### src/rtl/y86_pkg.sv
// Shared Y86-64 encodings: instruction codes, status codes, jXX/cmovXX condition
// selectors and the "no register" ID.
package y86_pkg;

    localparam logic [3:0] ICODE_NOP    = 4'h1;
    localparam logic [3:0] ICODE_CMOVXX = 4'h2;
    localparam logic [3:0] ICODE_OPQ    = 4'h6;
    localparam logic [3:0] ICODE_JXX    = 4'h7;

    localparam logic [3:0] STAT_AOK = 4'h1;
    localparam logic [3:0] STAT_HLT = 4'h2;
    localparam logic [3:0] STAT_ADR = 4'h3;
    localparam logic [3:0] STAT_INS = 4'h4;

    localparam logic [3:0] IFUN_ALWAYS = 4'h0;
    localparam logic [3:0] IFUN_LE     = 4'h1;
    localparam logic [3:0] IFUN_L      = 4'h2;
    localparam logic [3:0] IFUN_E      = 4'h3;
    localparam logic [3:0] IFUN_NE     = 4'h4;
    localparam logic [3:0] IFUN_GE     = 4'h5;
    localparam logic [3:0] IFUN_G      = 4'h6;

    localparam logic [3:0] REG_NONE = 4'hF;

endpackage

### src/rtl/cond_eval.sv
// jXX/cmovXX condition evaluator: maps a function code and the ZF/SF/OF flags
// to a taken/move decision. Shared with the fetch-side predictor check.
module cond_eval
    import y86_pkg::*;
(
    input  logic [3:0] ifun,
    input  logic       zf,
    input  logic       sf,
    input  logic       of,
    output logic       cnd
);

    logic lt;

    // SF^OF is the signed "less than" outcome of the last compare/subtract.
    assign lt = sf ^ of;

    always_comb begin
        cnd = 1'b0;
        case (ifun)
            IFUN_ALWAYS: cnd = 1'b1;
            IFUN_LE:     cnd = lt | zf;
            IFUN_L:      cnd = lt;
            IFUN_E:      cnd = zf;
            IFUN_NE:     cnd = ~zf;
            IFUN_GE:     cnd = ~lt;
            IFUN_G:      cnd = ~lt & ~zf;
            default:     cnd = 1'b0;
        endcase
    end

endmodule

### src/rtl/exec_cc_stage.sv
// Y86-64 execute back end: condition-code register, branch/cmov condition and E/M
// pipeline register. Define EXEC_OVF_COUNT_EN to add the saturating ovf_count output.
module exec_cc_stage
    import y86_pkg::*;
#(
    parameter int WIDTH = 64
) (
    input  logic             clk,
    input  logic             rst,
    input  logic             e_valid,
    input  logic [3:0]       e_icode,
    input  logic [3:0]       e_ifun,
    input  logic [3:0]       e_stat,
    input  logic [WIDTH-1:0] alu_out,
    input  logic             alu_ovf,
    input  logic [WIDTH-1:0] e_valA,
    input  logic [3:0]       e_dstE,
    input  logic [3:0]       e_dstM,
    input  logic             set_cc,
    input  logic             cc_block,
    input  logic             m_stall,
    input  logic             m_bubble,
    output logic             e_cnd,
    output logic             cc_zf,
    output logic             cc_sf,
    output logic             cc_of,
`ifdef EXEC_OVF_COUNT_EN
    output logic [31:0]      ovf_count,
`endif
    output logic             M_valid,
    output logic [3:0]       M_icode,
    output logic [3:0]       M_stat,
    output logic             M_cnd,
    output logic [WIDTH-1:0] M_valE,
    output logic [WIDTH-1:0] M_valA,
    output logic [3:0]       M_dstE,
    output logic [3:0]       M_dstM
);

    logic             zf_q, zf_d, sf_q, sf_d, of_q, of_d;
    logic             cc_we;
    logic             valid_q, valid_d, cnd_q, cnd_d;
    logic [3:0]       icode_q, icode_d, stat_q, stat_d, dste_q, dste_d, dstm_q, dstm_d;
    logic [WIDTH-1:0] vale_q, vale_d, vala_q, vala_d;

    // A stalled stage must not commit flags, or the replayed OPq would double-write.
    assign cc_we = e_valid & set_cc & ~cc_block & ~m_stall;

    // Condition comes from the registered flags, so a jXX right after an OPq
    // sees that OPq's result one cycle later, never the in-flight ALU value.
    cond_eval u_cond_eval (
        .ifun (e_ifun),
        .zf   (zf_q),
        .sf   (sf_q),
        .of   (of_q),
        .cnd  (e_cnd)
    );

    always_comb begin
        zf_d = zf_q;
        sf_d = sf_q;
        of_d = of_q;
        if (cc_we) begin
            zf_d = (alu_out == '0);
            sf_d = alu_out[WIDTH-1];
            of_d = alu_ovf;
        end
    end

    always_comb begin
        valid_d = valid_q;
        icode_d = icode_q;
        stat_d  = stat_q;
        cnd_d   = cnd_q;
        vale_d  = vale_q;
        vala_d  = vala_q;
        dste_d  = dste_q;
        dstm_d  = dstm_q;
        if (!m_stall) begin
            if (m_bubble || !e_valid) begin
                valid_d = 1'b0;
                icode_d = ICODE_NOP;
                stat_d  = STAT_AOK;
                cnd_d   = 1'b0;
                vale_d  = '0;
                vala_d  = '0;
                dste_d  = REG_NONE;
                dstm_d  = REG_NONE;
            end else begin
                valid_d = 1'b1;
                icode_d = e_icode;
                stat_d  = e_stat;
                cnd_d   = e_cnd;
                vale_d  = alu_out;
                vala_d  = e_valA;
                // A cmov whose condition fails must not write its destination.
                dste_d  = (e_icode == ICODE_CMOVXX && !e_cnd) ? REG_NONE : e_dstE;
                dstm_d  = e_dstM;
            end
        end
    end

    always_ff @(posedge clk) begin
        if (rst) begin
            zf_q    <= 1'b1;
            sf_q    <= 1'b0;
            of_q    <= 1'b0;
            valid_q <= 1'b0;
            icode_q <= ICODE_NOP;
            stat_q  <= STAT_AOK;
            cnd_q   <= 1'b0;
            vale_q  <= '0;
            vala_q  <= '0;
            dste_q  <= REG_NONE;
            dstm_q  <= REG_NONE;
        end else begin
            zf_q    <= zf_d;
            sf_q    <= sf_d;
            of_q    <= of_d;
            valid_q <= valid_d;
            icode_q <= icode_d;
            stat_q  <= stat_d;
            cnd_q   <= cnd_d;
            vale_q  <= vale_d;
            vala_q  <= vala_d;
            dste_q  <= dste_d;
            dstm_q  <= dstm_d;
        end
    end

`ifdef EXEC_OVF_COUNT_EN
    logic [31:0] ovf_cnt_q, ovf_cnt_d;

    always_comb begin
        ovf_cnt_d = ovf_cnt_q;
        if (cc_we && alu_ovf && (ovf_cnt_q != 32'hFFFF_FFFF)) begin
            ovf_cnt_d = ovf_cnt_q + 32'd1;
        end
    end

    always_ff @(posedge clk) begin
        if (rst) ovf_cnt_q <= '0;
        else     ovf_cnt_q <= ovf_cnt_d;
    end

    assign ovf_count = ovf_cnt_q;
`endif

    assign cc_zf   = zf_q;
    assign cc_sf   = sf_q;
    assign cc_of   = of_q;
    assign M_valid = valid_q;
    assign M_icode = icode_q;
    assign M_stat  = stat_q;
    assign M_cnd   = cnd_q;
    assign M_valE  = vale_q;
    assign M_valA  = vala_q;
    assign M_dstE  = dste_q;
    assign M_dstM  = dstm_q;

endmodule

### config.mk
export PLATFORM = sky130hd
export DESIGN_NAME = exec_cc_stage
export DESIGN_NICKNAME = d
export VERILOG_FILES = /design/src/rtl/y86_pkg.sv /design/src/rtl/cond_eval.sv /design/src/rtl/exec_cc_stage.sv
export SDC_FILE = /design/constraint.sdc
export NUM_CORES = 1
export LEC_CHECK = 0
export BUFFER_PORTS_ARGS = -buffer_cell sky130_fd_sc_hd__buf_2
export CAP_MARGIN = 40
export CORE_MARGIN = 8
export CORE_UTILIZATION = 35
export DETAILED_ROUTE_END_ITERATION = 16
export GPL_ROUTABILITY_DRIVEN = 0
export PLACE_DENSITY = 0.67
export SETUP_SLACK_MARGIN = 0.1
export SYNTH_ARGS = -nofsm -noshare
export SYNTH_HDL_FRONTEND = slang
export SYNTH_HIERARCHICAL = 1
export SYNTH_SLANG_ARGS = --single-unit
### constraint.sdc
create_clock -name clk -period 1.8 [get_ports clk]
set_input_delay 0.18 -clock clk [delete_from_list [all_inputs] [get_ports clk]]
set_output_delay 0.18 -clock clk [all_outputs]
set_load 0.1 [all_outputs]
==> flow_summary.toml <==
[outcome]
outcome = "finished clean"

[clock_tree]
clk_latency_ps = 410
cts_buffers = 17
cts.sinks = 149
cts_buffer_depth = 2
tritoncts = "built"
cts.clk_slew.worst_paths_ps = 60
htree_levels = 4
root_buffer = "clkbuf_16"

[critical_path]
start_kind = "register"
crit_required_ps = 1620
worst-setup-path-type = "reg -> out"
cp_max_fo = 2
cp-end-kind = "output port"
cp.arrival_ps = 1620

[die]
initial_core_util_pct = 35.6
die_h_um = 137
rows = 44
die-area_um2 = 18900
core_um2 = 14500
io_pins = 306
die_w_um = 137

[timing]
final.min_clock_period_ps = 1800
skew_ps = 4.75
fin_ws_ps = 2.16
max_slew_margin_pct = 61.2
holdWs_ps = 13.5
fmax_mhz = 556
slew_violations = 0
rsz0062_at_grt = "true"
final_hold_viol_count = 0
worstMarginPinSlew_ps = 582
setup_viol = 0
fin_crit_sh_pct = 99.9

[synthesis]
synth_warnings = 6
synthCells = 535
synth_area_um2 = 5160
async_flop_share_pct = 0
yosysSeqAreaShare_pct = 57.8
synthFlopType = "dfxtp_1"
syn_nets = 691
ys_seq_elements = 149
synth.avg_cell_area_um2 = 9.65
synth_cell_types = 26
synth_edf_count = 0

[route]
wl_per_cell_um = 17.5
totalWireLength_mm = 19.0
post-route-drc-count = 0
antenna_left = 0
via_count = 5455
dr.first_iter.drc_count = 350
drt_pre_antenna_iters = 5
viasPerCell = 5.02

[layout]
final_area_um2 = 8140
drive_above_1_share_pct = 39.7
final_nets = 1044
layout_commonest_cell = "buf_2"
mostFrequentLayoutCells = "302 x buf_2, 146 x dfxtp_1, 137 x nor2_1"
finish.utilization_pct = 56.2
instances_no_fill = 1087
fillers = 1306
area_growth_pct = 57.6

[placement]
hpwl_mm = 13.3
placed_cells = 991
port_buffers = 305
dpl_worst_slack_ps = -19.8
place_area_um2 = 6960

[pwr]
power_density_nw_per_um2 = 979
p_int_mw = 5.67
clkPwrFrac_pct = 39.9
swShare_pct = 28.7
irDropWorstVdd_mv = 0.674
power_leakage_nw = 3.74
sequentialPowerShare_pct = 42.9
p_switching_mw = 2.29
pwr-share-comb_pct = 17.2

[global_route]
grt_pass1_vias = 5451
grt_pass1_wl_mm = 28.5
gr-usage-all-layers_pct = 19.3
grt_antenna_before_repair = 1
overflow = 0
grt_max_degree = 85

[flow_run]
max-cap-violations = 0

[worst_hold_path]
hold_class = "in -> reg"
[metal layers]
layer  vias to the layer above  wire length, µm  part of all wire [%]  track usage, %
li1                       2648                -                     -               -
met1                      2522             7310                    38            21.7
met2                       249             9350                    49            31.7
met3                        36             1880                   9.9            7.29
met4                         0              506                   2.7            8.75
met5                         -                0                     0               0
[power by group through the flow]
stage,combinational (mW),clock (mW),sequential (mW)
2_1_floorplan,0.274,0,4.07
3_3_place_gp,1.24,0,3.48
3_5_place_dp,1.25,0,3.49
4_1_cts,1.36,3.25,3.42
5_1_grt,1.44,3.37,3.43
6_report,1.37,3.18,3.42
[final timing paths]
check | startpoint | endpoint | slack, ps | cells past startpoint
setup / recovery | cc_of | e_cnd | 2 | 5
hold / removal | e_valA[37] | M_valA[37] | 10 | 3
setup reg to reg | cc_zf | M_dstE[2] | 50 | 7
hold reg to reg | M_valid | M_valid | 480 | 2
[sequential cells by signal, summed over array words and instances, names as in the netlist]
name / count
M_valA: 64
M_valE: 64
M_dstE: 4
M_dstM: 4
M_icode: 4
M_stat: 4
M_cnd: 1
M_valid: 1
cc_of: 1
cc_sf: 1
cc_zf: 1
[through the flow]
stage	total power, mW	TNS [ps]
floorplan	4.34	-1520
global placement	4.73	0
detailed placement	4.73	-55.2
CTS	8.02	-28.5
global route	8.23	-132
finish	7.96	0
[cell type report]
type,instances,area (µm²),share of cell area [%]
Multi-Input combinational cell,335,2040,25.0
Clock inverter,5,51.3,0.631
Sequential cell,149,2990,36.8
Antenna cell,2,5.00,0.0615
Clock buffer,27,463,5.69
Timing Repair Buffer,382,2340,28.8
Tap cell,184,230,2.83
Inverter,3,11.3,0.138
[Yosys cell counts, types with 2 or more instances]
library cell	instances	area, µm²
dfxtp_1	149	2980
nor2_1	137	514
a22oi_1	135	1010
clkbuf_1	36	135
nor4_1	14	87.6
buf_2	11	55.1
nand2b_1	10	62.6
o22ai_1	10	62.6
nor4_2	4	50.1
inv_1	3	11.3
nand3_1	3	15.0
nand4_1	3	18.8
o21ai_1	3	15.0
a21oi_1	2	10.0
and4bb_1	2	25.0
mux2i_1	2	20.0
nand2_1	2	7.51
[worst max-delay path: stages (launching register included)]
cell	delay (ps)
dfxtp_4	360
xnor2_4	150
a2111o_1	330
nand3_4	90
buf_6	110
buf_12	160
[repair_timing]
action	in CTS	in global routing
pin swaps	3	1
hold endpoints to repair	61	0
endpoints found under the setup margin	5	6
resized for setup	3	3
cloned	0	0
hold buffers	61	0
buffers inserted	0	1
[kinds of logic (layout without fill, tap and decap cells)]
group           Yosys count  count (layout)  synth area share, %
simple gates            181             181                 16.1
compound gates          151             151                 21.6
flops                   149             149                 57.8
buf+inv                  51             417                 3.98
mux                       2               2                0.388
xor+xnor                  1               1                0.170
other cells               0               2                    0
Note: power is estimated with default switching activity, not from simulation.
